<file path="config.mk">
export PLATFORM = sky130hd
export DESIGN_NAME = count_sequencer_flat
export DESIGN_NICKNAME = d
export VERILOG_FILES = /design/src/rtl/count_seq_pkg.sv /design/src/rtl/count_sequencer_if.sv /design/src/rtl/key_edge_sync.sv /design/src/rtl/count_sequencer.sv /design/src/flat_wrapper.sv
export SDC_FILE = /design/constraint.sdc
export NUM_CORES = 1
export LEC_CHECK = 0
export ABC_AREA = 1
export CAP_MARGIN = 20
export CORE_ASPECT_RATIO = 0.9
export CORE_UTILIZATION = 57
export DETAILED_ROUTE_END_ITERATION = 8
export PLACE_DENSITY_LB_ADDON = 0.15
export SLEW_MARGIN = 20
export SYNTH_ARGS = -nofsm -noshare
export SYNTH_HDL_FRONTEND = slang
export SYNTH_SLANG_ARGS = --single-unit
export TNS_END_PERCENT = 5
</file>
<file path="constraint.sdc">
create_clock -name MAX10_CLK1_50 -period 2.25 [get_ports MAX10_CLK1_50]
set_input_delay 0.45 -clock MAX10_CLK1_50 [delete_from_list [all_inputs] [get_ports MAX10_CLK1_50]]
set_output_delay 0.45 -clock MAX10_CLK1_50 [all_outputs]
set_load 0.1 [all_outputs]
</file>
<file path="src/rtl/count_seq_pkg.sv">
// Shared types and defaults for the display-counter sequencer.
package count_seq_pkg;

    localparam int unsigned DIV_W_DEF       = 6;
    localparam int unsigned BASE_CYCLES_DEF = 5_000_000;

    typedef enum logic [1:0] {
        HALT = 2'd0,
        HOLD = 2'd1,
        RUN  = 2'd2,
        STEP = 2'd3
    } seq_state_e;

endpackage

</file>
<file path="src/rtl/count_sequencer_if.sv">
// Count-enable bus from the sequencer to the 24-bit counter datapath.
interface count_sequencer_if;

    logic cnt_en;
    logic cnt_up;

    modport master (output cnt_en, output cnt_up);
    modport slave  (input  cnt_en, input  cnt_up);

endinterface

</file>
<file path="src/rtl/key_edge_sync.sv">
// Two-flop synchronizer for a raw active-low key plus a registered
// falling-edge detector. Flops reset to the released (high) level.
module key_edge_sync (
    input  logic clk,
    input  logic rst_n,
    input  logic key_n,
    output logic evt
);

    logic sync1;
    logic sync2;
    logic sync2_d;

    // Synchronize, delay once more, and flag a 1->0 transition for one cycle.
    always_ff @(posedge clk or negedge rst_n) begin
        if (!rst_n) begin
            sync1   <= 1'b1;
            sync2   <= 1'b1;
            sync2_d <= 1'b1;
            evt     <= 1'b0;
        end else begin
            sync1   <= key_n;
            sync2   <= sync1;
            sync2_d <= sync2;
            evt     <= sync2_d & ~sync2;
        end
    end

endmodule

</file>
<file path="src/rtl/count_sequencer.sv">
// Sequencer for the board up/down counter: turns divide-by, mode switches
// and the step key into a one-cycle count pulse plus a registered direction.
module count_sequencer
    import count_seq_pkg::*;
#(
    parameter int unsigned BASE_CYCLES = BASE_CYCLES_DEF,
    parameter int unsigned DIV_W       = DIV_W_DEF
) (
    input  logic               MAX10_CLK1_50,
    input  logic               KEY0,
    input  logic [DIV_W-1:0]   divideby,
    input  logic               enable,
    input  logic               up_down,
    input  logic               free_run,
    input  logic               step_n,
    count_sequencer_if.master  cnt,
    output logic               div_zero,
    output logic               heartbeat,
    output logic [1:0]         state
);

    localparam int unsigned BASE_W = (BASE_CYCLES > 1) ? $clog2(BASE_CYCLES) : 1;

    seq_state_e        state_q;
    seq_state_e        next_state;
    logic [BASE_W-1:0] base_cnt;
    logic [BASE_W-1:0] base_cnt_d;
    logic [DIV_W-1:0]  div_cnt;
    logic [DIV_W-1:0]  div_cnt_d;
    logic [DIV_W-1:0]  div_q;
    logic              base_tick;
    logic              pulse;
    logic              step_evt;
    logic              cnt_en_q;
    logic              cnt_up_q;
    logic              heartbeat_q;
    logic              div_zero_q;

    key_edge_sync u_step_sync (
        .clk   (MAX10_CLK1_50),
        .rst_n (KEY0),
        .key_n (step_n),
        .evt   (step_evt)
    );

    // FSM state register.
    always_ff @(posedge MAX10_CLK1_50 or negedge KEY0) begin
        if (!KEY0) begin
            state_q <= HALT;
        end else begin
            state_q <= next_state;
        end
    end

    // Next state, prescaler update and pulse decision. The pulse is only
    // allowed when the FSM stays in its state, so leaving RUN/STEP never
    // emits a trailing pulse and the prescaler freezes on the exit edge.
    always_comb begin
        next_state = state_q;
        base_cnt_d = base_cnt;
        div_cnt_d  = div_cnt;
        pulse      = 1'b0;
        base_tick  = (base_cnt == BASE_W'(BASE_CYCLES - 1));

        if (divideby == '0) begin
            next_state = HALT;
        end else if (!enable) begin
            next_state = HOLD;
        end else if (free_run) begin
            next_state = RUN;
        end else begin
            next_state = STEP;
        end

        case (state_q)
            RUN: begin
                if (next_state == RUN) begin
                    if (divideby != div_q) begin
                        base_cnt_d = '0;
                        div_cnt_d  = '0;
                    end else if (base_tick) begin
                        base_cnt_d = '0;
                        if ((div_cnt + DIV_W'(1)) == divideby) begin
                            pulse     = 1'b1;
                            div_cnt_d = '0;
                        end else begin
                            div_cnt_d = div_cnt + DIV_W'(1);
                        end
                    end else begin
                        base_cnt_d = base_cnt + BASE_W'(1);
                    end
                end
            end
            HOLD: begin
                base_cnt_d = base_cnt;
                div_cnt_d  = div_cnt;
            end
            STEP: begin
                base_cnt_d = '0;
                div_cnt_d  = '0;
                if ((next_state == STEP) && step_evt && !cnt_en_q) begin
                    pulse = 1'b1;
                end
            end
            HALT: begin
                base_cnt_d = '0;
                div_cnt_d  = '0;
            end
        endcase
    end

    // Prescaler counters, divide-by shadow copy and registered outputs.
    always_ff @(posedge MAX10_CLK1_50 or negedge KEY0) begin
        if (!KEY0) begin
            base_cnt    <= '0;
            div_cnt     <= '0;
            div_q       <= '0;
            cnt_en_q    <= 1'b0;
            cnt_up_q    <= 1'b0;
            heartbeat_q <= 1'b0;
            div_zero_q  <= 1'b0;
        end else begin
            base_cnt    <= base_cnt_d;
            div_cnt     <= div_cnt_d;
            div_q       <= divideby;
            cnt_en_q    <= pulse;
            div_zero_q  <= (state_q == HALT);
            if (pulse) begin
                cnt_up_q    <= up_down;
                heartbeat_q <= ~heartbeat_q;
            end
        end
    end

    assign cnt.cnt_en = cnt_en_q;
    assign cnt.cnt_up = cnt_up_q;
    assign heartbeat  = heartbeat_q;
    assign div_zero   = div_zero_q;
    assign state      = state_q;

endmodule

</file>
<file path="src/flat_wrapper.sv">
// flat-port wrapper written by rule: the top's interface ports become plain ports
module count_sequencer_flat import count_seq_pkg::*;
#(
    parameter int unsigned BASE_CYCLES = BASE_CYCLES_DEF,
    parameter int unsigned DIV_W       = DIV_W_DEF
)
  (MAX10_CLK1_50, KEY0, divideby, enable, up_down, free_run, step_n, div_zero, heartbeat, state, cnt_cnt_en, cnt_cnt_up);
  count_sequencer_if cnt_i ();
  input  logic MAX10_CLK1_50;
  input  logic KEY0;
  input  logic [DIV_W-1:0] divideby;
  input  logic enable;
  input  logic up_down;
  input  logic free_run;
  input  logic step_n;
  output logic div_zero;
  output logic heartbeat;
  output logic [1:0] state;
  output wire logic [$bits(cnt_i.cnt_en)-1:0] cnt_cnt_en;
  output wire logic [$bits(cnt_i.cnt_up)-1:0] cnt_cnt_up;
  assign cnt_cnt_en = cnt_i.cnt_en;
  assign cnt_cnt_up = cnt_i.cnt_up;
  count_sequencer #(.BASE_CYCLES(BASE_CYCLES), .DIV_W(DIV_W)) u_core (.MAX10_CLK1_50(MAX10_CLK1_50), .KEY0(KEY0), .divideby(divideby), .enable(enable), .up_down(up_down), .free_run(free_run), .step_n(step_n), .cnt(cnt_i), .div_zero(div_zero), .heartbeat(heartbeat), .state(state));
endmodule
</file>
# Yosys cells after proc, flatten, opt, wreduce, memory -nomap -nowiden
# Cells that the tools add are included.
[classes] eq_ne=10 mux=18 n_bitwise=4 reduce_logical=8 add_sub_neg=2
[ops] operator="two-way mux 23 bit" count=3
[ops] operator="one-hot mux 23 bit (2 select lines)" count=1
[ops] operator="two-way mux 6 bit" count=4
[ops] operator="adder 23 x 1 -> 23 bit (second input constant)" count=1
[ops] operator="== test 23 bit (second input constant)" count=1
[ops] operator="one-hot mux 6 bit (2 select lines)" count=1
[ops] operator="== test 2 bit (second input constant)" count=4
[ops] operator="adder 6 x 1 -> 6 bit (second input constant)" count=1
[ops] operator="== test 6 bit" count=1
[ops] operator="logical NOT 6 bit" count=1
[ops] operator="two-way mux 1 bit" count=6
[ops] operator="inequality test 6 bit" count=1
[ops] operator="two-way mux 2 bit" count=2
[ops] operator="inequality test 3 x 1 -> 1 bit (second input constant)" count=1
[ops] operator="NOT 1 bit" count=3
[ops] operator="AND reduction 3 bit" count=1
[ops] operator="== test 2 x 1 -> 1 bit (second input constant)" count=1
[ops] operator="logical AND 1 bit" count=2
[ops] operator="logical NOT 2 bit" count=1
[ops] operator="inequality test 2 x 1 -> 1 bit (second input constant)" count=1
[ops] operator="one-hot mux 1 bit (2 select lines)" count=1
[ops] operator="AND reduction 2 bit" count=1
[ops] operator="OR reduction 2 bit" count=1
[ops] operator="bitwise AND 1 bit" count=1
[ops] operator="logical NOT 1 bit" count=1
[word_totals] elab_cells=54 ff_bits=45

# Longest topological paths before layout
[logic_depth] ltp_word=8 depth_mapped=13

# Cells and area by module
# A second synthesis with hierarchy kept.
[hier_totals] hier_cells=400 hier_area_um2=2852.7
[by_module_without_submodules] mod="count_sequencer" seq_area_each_um2=1026.0 area_per_inst_um2=2738.9 cells_each=394 instances=1
[by_module_without_submodules] mod="key_edge_sync" seq_area_each_um2=103.8 area_per_inst_um2=113.9 cells_each=6 instances=1

# Worst setup path before layout
# OpenSTA, ideal clock, no wires.
[synth_path] kind="register to register" startpoint="register u_core.state_q[0] (netlist: u_core.state[0])" endpoint="register u_core.base_cnt[22]" t_required_ns=2.133 path_buffers=1 t_arrival_ns=2.066 path_slack_ns=0.067 stages_incl_launch_ff=8 path_cell_list="dfrtp_1 inv_1 ha_1 a21oi_4 buf_2 nand4_1 nand2_1 nor2_1"
[synth_between] elab_chain_len=3 word_cells_on_any_way=9 classes_between="eq/ne (4); mux (1); bitwise (1); reduce/logical (3)"
[synth_lines] element="start: declaration" line_no="count_sequencer.sv:24" source="seq_state_e state_q;"
[synth_lines] element="start signal: assignment" line_no="count_sequencer.sv:51" source="state_q <= next_state;"
[synth_lines] element="== test 2 bit, or another cell as far along" line_no="count_sequencer.sv:75" source="case (state_q)"
[synth_lines] element="OR reduction 2 bit (no line), or another cell as far along"
[synth_lines] element="one-hot mux 23 bit (2 select lines) or AND reduction 2 bit (tied branches)"
[synth_lines] element="end signal: assignment" line_no="count_sequencer.sv:123" source="base_cnt <= base_cnt_d;"
[synth_lines] element="end: declaration" line_no="count_sequencer.sv:26" source="logic [BASE_W-1:0] base_cnt;"
# Parallel ways exist; a longest one is shown, timed or not.
# A chain may end at the register's enable or synchronous reset.

# Worst setup path after layout
[layout_path] startpoint="input divideby[0]" endpoint="register u_core.base_cnt[9]"
[layout_between] elab_chain_len=5 word_cells_on_any_way=9 classes_between="eq/ne (3); mux (4); reduce/logical (2)"
[layout_lines] element="start: declaration" line_no="flat_wrapper.sv:11" source="input logic [DIV_W-1:0] divideby;"
[layout_lines] element="logical NOT 6 bit" line_no="count_sequencer.sv:65" source="if (divideby == '0) begin"
[layout_lines] element="two-way mux 2 bit" line_no="count_sequencer.sv:65"
[layout_lines] element="== test 2 bit" line_no="count_sequencer.sv:77" source="if (next_state == RUN) begin"
[layout_lines] element="inequality test 2 x 1 -> 1 bit (no line)"
[layout_lines] element="AND reduction 2 bit (no line)"
# Parallel ways exist; a longest one is shown, timed or not. The select of a mux whose other input is x is not followed.

==> impl_metrics.toml <==
[setup_path]
worst_ep_required_time_ns = 2.47
critPathCaptureType = "flip-flop"
critPathMaxFanout = 10
worstPathArrival_ns = 2.11
critical_path_class = "in -> reg"
start_kind = "input pin"

[placement]
dpl.hpwl_um = 4590
port_buffers = 17
gp_congestion = 0.963
post-place-ws_ns = 0.0859

[clocking]
cts_inserted_buffers = 5
cts.htree.levels = 2
cts_tree = "built"
cts_resized = 0
clk_pin_slew_ns = 0.09
worstSkewPairLatency_ns = 0.30
postCtsHoldBufs = 0
clockBufferDepth = 2
root_buffer = "clkbuf_8"
post_cts_buffers = 0
cts_sinks = 45

[route]
drtAntennaViolNets = 0
drtPass1Iterations = 5
wl_per_cell_um = 13.8
routed_via_density = 5.41
dr.first_iter.drc_count = 223
drc_errors = 0
wirelength_um = 6300
vias = 2479

[logic_synthesis]
syn_avg_cell_area_sq_um = 7.42
synthAdderAreaFrac_pct = 2.74
syn-cell-area_sq_um = 2740
syn_inst = 369
synth_top_family_by_area = "simple AND/OR/NAND/NOR gates"
synth_compound_gate_area_share_pct = 6.26
yosys.area_share.simple_pct = 38.0
synth_seq_cells = 45
yosysWarnings = 0
yosysSeqAreaShare_pct = 41.3
muxShareOfSynthArea_pct = 0
ys_types = 34
synthXorXnorAreaFrac_pct = 2.56
syn-num-nets = 387

[floorplanning]
core_area_sq_um = 4550
dieWidth_um = 75.1
die_area_sq_um = 5090
start_util_pct = 60.2
die_h_um = 67.8
io_pins = 18
fp-row-count = 23

[grt]
antenna_found_initial = 0
track_usage_pct = 28.0
grt_start_max_net_pins = 46
grt_overflow = 0
first_global_vias = 2384
grt_pass1_wl_um = 10600

[timing]
finClkSkew_ns = 0.00798
tightest_slew_ns = 0.568
maxSlewHeadroom_pct = 62.2
hold_violations = 0
holdWs_ns = 0.216
min_period_ns = 1.89
setup_viol = 0
maxSlewViolCount = 0
fin_ws_ns = 0.358
fin_crit_sh_pct = 84.1
rsz0062_at_grt = "false"
fmax_mhz = 529
fin_setup_tns_ns = 0

[power]
p_sw_uw = 500
comb_power_share_pct = 14.9
p_seq_share_pct = 47.9
power_leakage_nw = 1.51
power.density_nw_per_um2 = 569
ir_drop_mv = 0.354
p_clk_share_pct = 37.1
finalPower_mw = 1.76
intPower_mw = 1.26
switching_share_pct = 28.4

[outcome]
outcome = "completed"

[min_path]
min-delay-path-class = "in -> async"

[finish]
drive_gt1_share_pct = 13.4
fin_util_pct = 68.2
antennaDiodeCount = 0
final_nets = 413
final_common_cell = "nand2_1"
layout_common_cells = "nand2_1, inv_1, dfrtp_1, nor2_1, nand3_1"
area_delta_synth_final_pct = 13.3

[run]
drv_cap = 0
[cells in the mapped netlist]
library cell / number / area [sq um]
nor2_8: 1 / 20.0
a31oi_1: 1 / 6.26
and3_1: 1 / 6.26
nand2_1: 99 / 372
dfrtp_1: 42 / 1050
xor2_1: 6 / 52.6
nor2_2: 6 / 37.5
nand4_1: 12 / 75.1
nor2_1: 37 / 139
nor3_2: 1 / 10.0
dfstp_2: 3 / 78.8
o21ai_0: 5 / 25.0
nand2_4: 3 / 33.8
o21ai_1: 6 / 30.0
o211a_1: 2 / 20.0
nand3b_1: 2 / 15.0
xnor2_1: 2 / 17.5
a22oi_1: 1 / 7.51
ha_1: 6 / 75.1
nand4_2: 1 / 12.5
inv_4: 1 / 6.26
nor2_4: 1 / 11.3
a21oi_4: 2 / 32.5
buf_2: 2 / 10.0
nor3_1: 10 / 50.1
a2bb2oi_1: 1 / 8.76
nand3_2: 4 / 40.0
a21oi_1: 7 / 35.0
buf_6: 1 / 11.3
nand3_1: 36 / 180
o22ai_1: 1 / 6.26
nand2_2: 6 / 37.5
inv_2: 4 / 15.0
inv_1: 56 / 210
[registers in the layout, summed over array words and instances (netlist names)]
name / flops
u_core.div_q: 6
u_core.div_zero: 1
u_core.cnt.cnt_up: 1
u_core.u_step_sync.evt: 1
u_core.div_cnt: 6
u_core.u_step_sync.sync2_d: 1
u_core.u_step_sync.sync2: 1
u_core.cnt.cnt_en: 1
u_core.u_step_sync.sync1: 1
u_core.heartbeat: 1
u_core.base_cnt: 23
u_core.state: 2
[stage by stage]
stage                     area (sq um)  cells
after CTS                         3100    458
after global routing              3100    458
final                             3100    458
after global placement            2980    450
after floorplan                   2740    369
after detailed placement          2980    450
[cell families after synthesis]
family	after synthesis
and+or+nand+nor	220
buffers and inverters	64
DFF	45
AOI/OAI and AO/OA	26
xor gates and xnor gates	8
adders and majority gates	6
[power groups by stage]
stage | Sequential [mW] | Combinational, mW | Clock [mW]
2_1_floorplan | 0.947 | 0.0891 | 0
3_3_place_gp | 0.861 | 0.260 | 0
3_5_place_dp | 0.861 | 0.264 | 0
4_1_cts | 0.846 | 0.265 | 0.659
5_1_grt | 0.849 | 0.284 | 0.694
6_report | 0.846 | 0.263 | 0.655
[per-layer routing]
layer | vias up | track usage [%] | wire length (um)
met5 | - | 0 | 0
met4 | 0 | 12.5 | 125
met3 | 14 | 5.37 | 470
met2 | 102 | 44.9 | 2890
met1 | 1142 | 36.7 | 2820
li1 | 1221 | - | -
[worst paths after layout]
path / startpoint / end / slack [ns] / cells past startpoint
worst max-delay path: divideby[0] / u_core.base_cnt[9] / 0.36 / 10
max in group asynchronous: KEY0 / u_core.base_cnt[1] / 1.64 / 2
worst min register to register: u_core.u_step_sync.sync1 / u_core.u_step_sync.sync2 / 0.36 / 0
min in group MAX10_CLK1_50: u_core.u_step_sync.sync1 / u_core.u_step_sync.sync2 / 0.36 / 0
worst max register to register: u_core.div_cnt[0] / u_core.div_cnt[5] / 0.37 / 12
worst min-delay path: KEY0 / u_core.u_step_sync.evt / 0.22 / 2
[critical path, stage by stage]
cell	delay, ns
clkdlybuf4s50_1	0.54
xnor2_1	0.15
nand2_1	0.08
nor2_2	0.16
nand3_2	0.10
inv_2	0.13
nand2_2	0.09
nand2_4	0.13
nand2_1	0.08
a21oi_1	0.18
[layout make-up]
type / instances / area, sq um
tap: 62 / 77.6
fill: 393 / 1440
clock buffer: 6 / 82.6
timing repair buffer: 22 / 188
clock inverter: 2 / 37.5
multi-input combinational: 260 / 1360
sequential: 45 / 1130
inverter: 61 / 231
Note: power is estimated with default switching activity, not from simulation.
